===== config.mk =====
export PLATFORM = sky130hd
export DESIGN_NAME = dc_scan
export DESIGN_NICKNAME = d
export VERILOG_FILES = /design/src/rtl/dc_pkg.sv /design/src/rtl/dc_onehot.sv /design/src/rtl/dc_scan.sv
export SDC_FILE = /design/constraint.sdc
export NUM_CORES = 1
export LEC_CHECK = 0
export CAP_MARGIN = 40
export CORE_AREA = 2 2 46 48
export CTS_BUF_LIST = sky130_fd_sc_hd__clkbuf_4 sky130_fd_sc_hd__clkbuf_8 sky130_fd_sc_hd__clkbuf_16
export DETAILED_ROUTE_END_ITERATION = 12
export DIE_AREA = 0 0 48 50
export HOLD_SLACK_MARGIN = 0.1
export PLACE_DENSITY = 0.79
export SETUP_SLACK_MARGIN = 0.5
export SKIP_CTS_REPAIR_TIMING = 1
export SLEW_MARGIN = 20
export SYNTH_ARGS = -nofsm -noshare
export SYNTH_HDL_FRONTEND = slang
export SYNTH_SLANG_ARGS = --single-unit

===== constraint.sdc =====
create_clock -name clk -period 2.1 [get_ports clk]
set_input_delay 0.21 -clock clk [delete_from_list [all_inputs] [get_ports clk]]
set_output_delay 0.21 -clock clk [all_outputs]
set_load 0.005 [all_outputs]

===== src/rtl/dc_pkg.sv =====
// Shared types and constants for the dc_scan one-hot decoder/scanner.
// Holds the FSM state enum and the reference one-hot helper.
package dc_pkg;

    localparam int DEF_AW    = 3;
    localparam int DEF_DWELL = 4;
    localparam int DEF_BLANK = 1;
    localparam int MAX_AW    = 8;
    localparam int MAX_W     = 1 << MAX_AW;

    typedef enum logic [1:0] {
        IDLE   = 2'd0,
        DIRECT = 2'd1,
        SCAN   = 2'd2
    } state_t;

    // Bits at or above 2**aw are always zero.
    function automatic logic [MAX_W-1:0] onehot(
        input logic [MAX_AW-1:0] addr,
        input int                aw
    );
        logic [MAX_W-1:0] r;
        r = '0;
        if (int'(addr) < (1 << aw)) begin
            r[addr] = 1'b1;
        end
        return r;
    endfunction

endpackage


===== src/rtl/dc_onehot.sv =====
// Combinational AW -> 2**AW one-hot decoder with enable.
// Output is active-high; polarity is applied by the caller.
module dc_onehot
    import dc_pkg::*;
#(
    parameter int AW = DEF_AW
) (
    input  logic [AW-1:0]      addr,
    input  logic               en,
    output logic [(1<<AW)-1:0] hot
);

    localparam int N = 1 << AW;

    assign hot = en ? N'(onehot(MAX_AW'(addr), AW)) : '0;

endmodule


===== src/rtl/dc_scan.sv =====
// Registered one-hot decoder with a built-in scan sequencer that
// walks the selects with programmable dwell and blanking.
module dc_scan
    import dc_pkg::*;
#(
    parameter int AW      = DEF_AW,
    parameter int DWELL   = DEF_DWELL,
    parameter int BLANK   = DEF_BLANK,
    parameter int ACT_LOW = 0
) (
    input  logic               clk,
    input  logic               rst_n,
    input  logic               ena,
    input  logic               mode,
    input  logic [AW-1:0]      a,
    input  logic               ld,
    output logic [(1<<AW)-1:0] d,
    output logic [AW-1:0]      idx,
    output logic               wrap,
    output logic               busy
);

    localparam int N   = 1 << AW;
    localparam int PER = BLANK + DWELL;
    localparam int PW  = $clog2(PER + 1);

    localparam logic [PW-1:0] LAST  = PW'(PER - 1);
    localparam logic [AW-1:0] TOP   = '1;
    localparam logic [N-1:0]  INACT = {N{ACT_LOW != 0}};

    state_t        state;
    state_t        state_nxt;
    logic [PW-1:0] phase;
    logic [PW-1:0] phase_nxt;
    logic [AW-1:0] idx_nxt;
    logic [AW-1:0] dec_addr;
    logic          dec_en;
    logic          in_blank;
    logic          wrap_nxt;
    logic [N-1:0]  hot;

    always_comb begin
        state_nxt = state;
        idx_nxt   = idx;
        phase_nxt = '0;
        if (!ena) begin
            state_nxt = IDLE;
        end else if (!mode) begin
            state_nxt = DIRECT;
        end else if (state != SCAN) begin
            state_nxt = SCAN;
            idx_nxt   = a;
        end else if (ld) begin
            idx_nxt   = a;
        end else if (phase == LAST) begin
            idx_nxt   = idx + AW'(1);
        end else begin
            phase_nxt = phase + PW'(1);
        end
    end

    // Blanking occupies the first BLANK phases of every slot.
    if (BLANK == 0) begin : g_noblank
        assign in_blank = 1'b0;
    end else begin : g_blank
        assign in_blank = phase_nxt < PW'(BLANK);
    end

    always_comb begin
        dec_en   = 1'b0;
        dec_addr = idx_nxt;
        wrap_nxt = 1'b0;
        if (state_nxt == DIRECT) begin
            dec_en   = 1'b1;
            dec_addr = a;
        end else if (state_nxt == SCAN) begin
            dec_en   = !in_blank;
            wrap_nxt = (phase_nxt == LAST) && (idx_nxt == TOP);
        end
    end

    dc_onehot #(
        .AW (AW)
    ) u_dec (
        .addr (dec_addr),
        .en   (dec_en),
        .hot  (hot)
    );

    always_ff @(posedge clk) begin
        if (!rst_n) begin
            state <= IDLE;
            idx   <= '0;
            phase <= '0;
            d     <= INACT;
            wrap  <= 1'b0;
        end else begin
            state <= state_nxt;
            idx   <= idx_nxt;
            phase <= phase_nxt;
            d     <= hot ^ INACT;
            wrap  <= wrap_nxt;
        end
    end

    assign busy = (state == SCAN);

endmodule


======== Word-level counts from Yosys, hierarchy flattened ========
Index checks and enable logic that the tools add are counted.
word-level totals
  bits of input ports ..................... 8
  word-level logic and storage cells ...... 42
  flip-flop bits (word level) ............. 17
operators by class
  equality and inequality tests ........... 7
  bitwise gates (word level) .............. 2
  $lt $le $gt $ge ......................... 3
  multiplexer cells ....................... 18
  reduce and logical (&&, ||, !) cells .... 5
  add/subtract/negate cells ............... 2
operator list
  cell                                                         count
  2-to-1 mux 3 bit                                             11
  equality test 3 bit (second input constant)                  3
  less-than comparator 3 x 9 -> 1 bit (second input constant)  1
  adder 3 x 1 -> 3 bit (second input constant)                 2
  2-to-1 mux 2 bit                                             3
  equality test 2 bit (second input constant)                  2
  demux 1 bit (select 3 bit)                                   1
  >= comparator 3 x 1 -> 1 bit (second input constant)         1
  less-than comparator 3 x 1 -> 1 bit (second input constant)  1
  2-to-1 mux 1 bit                                             3
  OR reduction 3 bit                                           1
  equality test 2 x 1 -> 1 bit (second input constant)         1
  logical AND 1 bit                                            2
  != test 2 bit (second input constant)                        1
  inverter 1 bit                                               2
  AND reduction 2 bit                                          1
  zero test 1 bit                                              1

======== Logic depth before layout (Yosys ltp) ========
Gate-level depths: netlist (run 1).
  depth after elaboration ................. 11
  gate-level depth with buffers ........... 6
  depth with buffers taken out ............ 6

======== By module ========
A second synthesis (run 1) with hierarchy kept.
unflattened totals
  cell total of the unflattened synthesis .. 84
  area total of the unflattened synthesis .. 855.8 µm²
by module, submodules not included
  module     times used  area an instance (µm²)  cells an instance
  dc_scan    1           759.5                   76
  dc_onehot  1           96.3                    8

======== Worst setup path before layout (run 1) ========
OpenSTA, ideal clock, no wires.
  kind .................................... reg-to-reg
  start point ............................. register phase[0]
  end point ............................... register d[0]
  path slack .............................. 528 ps
  cell stages (with the launch flop) ...... 7
  library setup time ...................... 92 ps
  arrival ................................. 1,480 ps
  buffers on the path ..................... 0
  clock period less this slack ............ 1,572 ps
  path through ............................ dfxtp_1 inv_1 ha_1 and4b_1 mux2_2 a22o_2 nor4_1
between the ends
  longest elaborated chain between the ends .. 11
  elaborated cells on any way between the ends .. 23
ends and longest elaborated chain
  what                                                                                     RTL line                      text
  start: declaration                                                                       dc_scan.sv:33                 logic [PW-1:0] phase;
  start signal: assignment                                                                 dc_scan.sv:100                phase <= phase_nxt;
  equality test 3 bit or adder 3 x 1 -> 3 bit (tied branches)                              dc_scan.sv:55, dc_scan.sv:58
  2-to-1 mux 3 bit                                                                         dc_scan.sv:55                 end else if (phase == LAST) begin
  2-to-1 mux 3 bit                                                                         dc_scan.sv:53                 end else if (ld) begin
  2-to-1 mux 3 bit                                                                         dc_scan.sv:50                 end else if (state != SCAN) begin
  2-to-1 mux 3 bit                                                                         dc_scan.sv:48                 end else if (!mode) begin
  2-to-1 mux 3 bit                                                                         dc_scan.sv:46                 if (!ena) begin
  2-to-1 mux 3 bit or less-than comparator 3 x 1 -> 1 bit (tied branches)                  dc_scan.sv:73, dc_scan.sv:66
  less-than comparator 3 x 9 -> 1 bit (not written as such), or another cell as far along  dc_pkg.sv:25                  r[addr] = 1'b1;
  logical AND 1 bit (not written as such) or 2-to-1 mux 1 bit (tied branches)              dc_pkg.sv:25, dc_scan.sv:76
  2-to-1 mux 1 bit (on tied branches)                                                      dc_pkg.sv:25, dc_scan.sv:73
  demux 1 bit (select 3 bit) or AND reduction 2 bit (tied branches)                        --
  end signal: assignment                                                                   dc_scan.sv:101                d <= hot ^ INACT;
  end: declaration                                                                         dc_scan.sv:17                 output logic [(1<<AW)-1:0] d,
Several ways; a longest one is shown, not always the timed one.
A chain may end at the register's enable or synchronous reset.

======== Worst setup path in the final report (run 1) ========
  start point ............................. register state[0]
  end point ............................... register d[3]
between the ends
  longest elaborated chain between the ends .. 10
  elaborated cells on any way between the ends .. 23
ends and longest elaborated chain
  what                                                                                                       RTL line       text
  start: declaration                                                                                         dc_scan.sv:31  state_t state;
  start signal: assignment                                                                                   dc_scan.sv:98  state <= state_nxt;
  != test 2 bit                                                                                              dc_scan.sv:50
  2-to-1 mux 2 bit                                                                                           dc_scan.sv:50
  2-to-1 mux 2 bit                                                                                           dc_scan.sv:48
  2-to-1 mux 2 bit                                                                                           dc_scan.sv:46
  equality test 2 x 1 -> 1 bit                                                                               dc_scan.sv:73  if (state_nxt == DIRECT) begin
  2-to-1 mux 3 bit                                                                                           dc_scan.sv:73
  less-than comparator 3 x 9 -> 1 bit (not written as such) or >= comparator 3 x 1 -> 1 bit (tied branches)  dc_pkg.sv:25
  logical AND 1 bit (not written as such)                                                                    dc_pkg.sv:25
  2-to-1 mux 1 bit (not written as such)                                                                     dc_pkg.sv:25
  demux 1 bit (select 3 bit)                                                                                 --
Several ways; a longest one is shown, not always the timed one.

==> flow_summary.ini, run 1 <==
[global_route]
grt-ovfl-total = 0
grt_max_degree = 12
grt_pass1_wl_um = 2910
antenna_found_initial = 0
grt_pass1_vias = 699
grt.total_usage_pct = 17.0

[place]
dp_hpwl_um = 1350
port_buffers = 20
placed_cells = 135
gp_congestion = 0.844

[sta]
max_slew_margin_pct = 62.4
fin_setup_tns_ps = 0
period_share_pct = 81.3
finalCriticalPeriod_ps = 1710
rsz0062_at_grt = true
fmax_mhz = 586
setup_viol = 0
slew_viol_final = 0
skew_ps = 1.81
max_slew.worst_pin.slew_ps = 563
hold_viol = 0

[finish]
drive_above_1_share_pct = 31.6
fin_cells = 141
fill_cells = 144
areaGrowthSynthToFinish_pct = 52.5
finish.utilization_pct = 67.2
nets = 126
num_antenna_cells = 0

[floorplan]
core_area_um2 = 1900
chipWidth_um = 48
die_y_um = 50
placementRows = 16
io-pin-count = 21
start_util_pct = 44.1
dieArea_um2 = 2400

[setup_path]
crit_arrival_ps = 1890
path_cells = nor4bb_4 -> buf_6 -> mux2_4 -> a22o_4 -> nor4_1
path_max_fanout = 4
worst_setup_path_end_kind = flip-flop
worstSetupStartpointType = flip-flop
crit_type = flip-flop to flip-flop
crit_slowest_cell = dfxtp_2
worstPathRequired_ps = 2290
slowest_delay_ps = 360

[synthesis]
ys_warn_count = 0
synth_common_cells = dfxtp_1, nor4_1, nand2_1, nor2_1, inv_1
synth_adder_area_share_pct = 4.48
syn-num-nets = 98
synth_top_area_share_pct = 40.6
netlist_area_um2 = 838
syn_area_per_cell_um2 = 9.64
ys_ff_latch = 17
synth-edff-count = 0
yosysTopAreaCell = dfxtp_1
ys_types = 38
synth.area.top_cells = dfxtp_1, nor4_1, ha_1
yosys.area_share.xor_xnor_pct = 0
synth_top_family_by_area = simple AND/OR/NAND/NOR gates
synth-simple-area-share_pct = 26.3
synth_compound_area_share_pct = 19.7
synth_most_common_cell = dfxtp_1
synth-seq-area-share_pct = 40.6
synthCells = 87
synth.mux.area_fraction_pct = 4.93
synthArstFlopShare_pct = 0
dominantRegCellSynth = dfxtp_1

[drt]
dr.pass1.iters = 4
drtAntennaViolNets = 0
avgViaCountPerCell = 5.94
drc = 0
drtIter0Drc = 10
wl_per_cell_um = 14.8
num_vias = 838
wirelength_um = 2090

[clocking]
clk_latency_ps = 290
cts_root_buffer = clkbuf_4
cts_htree_levels = 1
cts_tree = built
clockBufferDepth = 2
clk_pin_slew_ps = 100
numCtsBuffers = 3
cts.sinks = 17

[run_status]
status = complete, no violations

[pwr]
ir_drop_mv = 0.379
powerDensity_nw_per_um2 = 490
p_leak_uw = 0.000478

[min_path]
min-delay-path-class = input pin to flip-flop

[job]
max-cap-violations = 0
==> flip-flops by register name (all words and copies together), names as in the netlist <==
register	flops
d	8
phase	3
wrap	1
idx	3
state	2
==> routing by layer <==
layer	global-route usage (%)	vias up	share of wire [%]
met5	0	-	0
met4	10.8	0	3.1
met3	2.20	8	5.9
met2	25.1	44	49
met1	22.1	401	42
li1	-	385	-
==> cells in the final DEF, fill, tap and decap left out, types with 2 or more instances in the layout <==
| cell | netlist | layout |
|---|---|---|
| nand2_1 | 6 | 6 |
| o21a_1 | 2 | 2 |
| nor2b_1 | 2 | 2 |
| mux2i_4 | 0 | 2 |
| dlymetal6s2s_1 | 0 | 3 |
| and2_1 | 2 | 2 |
| ha_1 | 3 | 2 |
| o2bb2ai_2 | 1 | 2 |
| dfxtp_1 | 17 | 12 |
| inv_1 | 4 | 4 |
| nor2_1 | 6 | 6 |
| nor4_1 | 9 | 5 |
| clkdlybuf4s50_1 | 0 | 17 |
| dfxtp_2 | 0 | 4 |
| nor4_2 | 0 | 4 |
| buf_4 | 1 | 3 |
| clkbuf_4 | 0 | 3 |
| nand3_1 | 2 | 2 |
| nand2b_1 | 2 | 2 |
| a21oi_1 | 3 | 3 |
==> final timing paths <==
check / slack, ps / cells past startpoint / from / to
setup / recovery: 390 / 5 / state[0] / d[3]
hold / removal: 230 / 3 / mode / state[0]
setup reg to reg: 390 / 5 / state[0] / d[3]
hold reg to reg: 550 / 2 / phase[0] / phase[0]
==> layout make-up <==
class / instances / area (um2) / area share (%)
Clock buffer: 3 / 22.5 / 1.76
Inverter: 4 / 15.0 / 1.17
Tap cell: 27 / 33.8 / 2.64
Timing Repair Buffer: 25 / 262 / 20.5
Multi-Input combinational cell: 64 / 592 / 46.3
Clock inverter: 1 / 5.00 / 0.391
Sequential cell: 17 / 349 / 27.3
==> critical path, delay by kind of cell (launching register included) <==
family | cells | cell delay (ps)
flops | 1 | 360
buf+inv | 1 | 160
mux | 1 | 320
compound gates | 1 | 240
simple gates | 2 | 520
==> through the flow <==
step	area [um2]	power [uW]	setup slack [ps]	hold slack, ps
after CTS	1100	602	329	526
after global placement	1080	427	104	503
after global routing	1280	662	307	244
after floorplan	838	391	528	282
final	1280	626	393	229
after detailed placement	1080	430	59.0	513
==> kinds of logic after synthesis <==
family | count (synthesis)
compound gates | 19
fa+ha+maj | 3
buf+inv | 6
flops | 17
mux | 4
simple gates | 38
==> report_power, final <==
part           total [uW]  internal [uW]  switching (uW)
clock                 176           71.0             105
sequential            338            329            9.62
combinational         113           59.8            52.8
No activity file was read; power rests on OpenSTA's default activity.
==> inputs of run 2 (changes only) <==
- clock period: 2.1 -> 1.6 ns (I/O delays scaled with it)
==> run 2 against run 1 <==
  * The run now ends with setup timing left
  * Design area grew 20%
  * Global-route usage grew 2.5 points
  * Flip-flop and latch count is the same
  * Critical path depth is the same
  * Clock-buffer cell count grew 1
  * Fmax shrank 3.8%
  * Largest cell class unchanged
  * Highest routed layer unchanged
==> flow_summary.ini, run 2 (same netlist as run 1, synthesis figures left out) <==
[drt]
drc = 0
dr.pass1.iters = 6
num_vias = 892
avgViaCountPerCell = 5.72
drtIter0Drc = 5
wirelength_um = 2710
drtAntennaViolNets = 0
wl_per_cell_um = 17.3

[setup_path]
crit_slowest_cell = dfxtp_4
path_max_fanout = 5
r2r_slack_ps = -170
slowest_delay_ps = 370
crit_type = flip-flop to flip-flop
worst_setup_path_end_kind = flip-flop
worstPathRequired_ps = 1790
path_cells = nor4bb_4 -> buf_6 -> mux2i_1 -> a2bb2oi_2 -> nor4_1
crit_arrival_ps = 1960
worstSetupStartpointType = flip-flop

[clocking]
clockBufferDepth = 2
cts_htree_levels = 1
clk_pin_slew_ps = 110
cts_tree = built
cts.sinks = 17
cts_root_buffer = clkbuf_4
numCtsBuffers = 3
clk_latency_ps = 310

[finish]
fin_area_um2 = 1530
reg_top3 = d: 8 flops, idx: 3 flops, phase: 3 flops
regMostFlops = d
layout_common_cells = buf_4, dlymetal6s2s_1, dfxtp_1
num_antenna_cells = 0
nets = 141
final_common_cell = buf_4
largest_reg_flops = 8
drive_above_1_share_pct = 51.9
areaGrowthSynthToFinish_pct = 82.8

[job]
max-cap-violations = 0

[sta]
max_slew_margin_pct = 76.4
rsz0062_at_grt = true
finalCriticalPeriod_ps = 1770
fin_setup_tns_ps = -861
hold_ws_ps = 195
max_slew.worst_pin.slew_ps = 345
setup_ws_ps = -174
skew_ps = 11.2
hold_viol = 0
period_share_pct = 111
fmax_mhz = 564
setup_viol = 11
slew_viol_final = 0

[floorplan]
io-pin-count = 21
die_y_um = 50
placementRows = 16
chipWidth_um = 48
start_util_pct = 44.1
core_area_um2 = 1900
dieArea_um2 = 2400

[place]
dp_hpwl_um = 1510
port_buffers = 20
post_dp_cell_area_um2 = 1180
gp_congestion = 0.856

[global_route]
grt_max_degree = 10
grt_pass1_wl_um = 3370
antenna_found_initial = 0
grt_pass1_vias = 773
grt.total_usage_pct = 19.5
grt-ovfl-total = 0

[pwr]
ir_drop_mv = 0.548
powerDensity_nw_per_um2 = 588
p_leak_uw = 0.000807

[run_status]
status = finished with violations
violations = setup timing

[min_path]
min-delay-path-class = input pin to flip-flop
[run 2: changes by cell type in the layout (fill, tap and decap cells not counted), sizes merged]
| cell | previous run | this run |
|---|---|---|
| buf | 5 | 21 |
| clkdlybuf4s50 | 17 | 5 |
| dlymetal6s2s | 3 | 14 |
| clkbuf | 3 | 4 |
| clkinv | 1 | 0 |
[run 2: metrics by stage]
| step | instances | total power [uW] | worst slack (ps) | utilization, % |
|---|---|---|---|---|
| 6_report | 156 | 901 | -174 | 80.6 |
| 5_1_grt | 156 | 930 | -259 | 80.6 |
| 4_1_cts | 150 | 831 | -29.3 | 63.8 |
| 3_5_place_dp | 146 | 584 | -320 | 62.2 |
| 3_3_place_gp | 146 | 582 | -313 | 62.2 |
| 2_1_floorplan | 87 | 516 | 112 | - |
[run 2: cell type report]
cell class              instances  area, um2
well taps                      27       33.8
fillers                       112        369
clock buffers                   4       30.0
flip-flops and latches         17        358
multi-input cells              64        697
inverters                       4       15.0
repair buffers                 40        399
[run 2: metal layers]
metal  part of all wire, %  vias up  global-route usage, %  wire [um]
li1                      -      410                      -          -
met2                    56       28                   29.8       1500
met4                   4.1        0                   12.2        110
met3                   3.3       11                   4.76         88
met5                     0        -                      0          0
met1                    37      443                   23.3       1000
[run 2: critical path: cells and delay by family, from the launching register on]
| family | cells | cell delay [ps] |
|---|---|---|
| buffers and inverters | 1 | 170 |
| flip-flops | 1 | 370 |
| AND/OR/NAND/NOR | 2 | 600 |
| multiplexers | 1 | 350 |
| AO/OA/AOI/OAI | 1 | 160 |
[run 2: final timing paths]
check | start | to | cells after the start
setup / recovery | state[0] | d[4] | 5
hold / removal | mode | state[0] | 3
setup reg to reg | state[0] | d[4] | 5
hold reg to reg | phase[0] | phase[0] | 2
[run 2: power by group]
| part | total, uW | internal, uW | switching (uW) | leakage [uW] |
|---|---|---|---|---|
| logic | 198 | 101 | 97.1 | 0.000646 |
| registers | 436 | 429 | 6.28 | 0.000142 |
| clock network | 267 | 115 | 152 | 0.0000184 |
| total | 901 | 645 | 256 | 0.000807 |
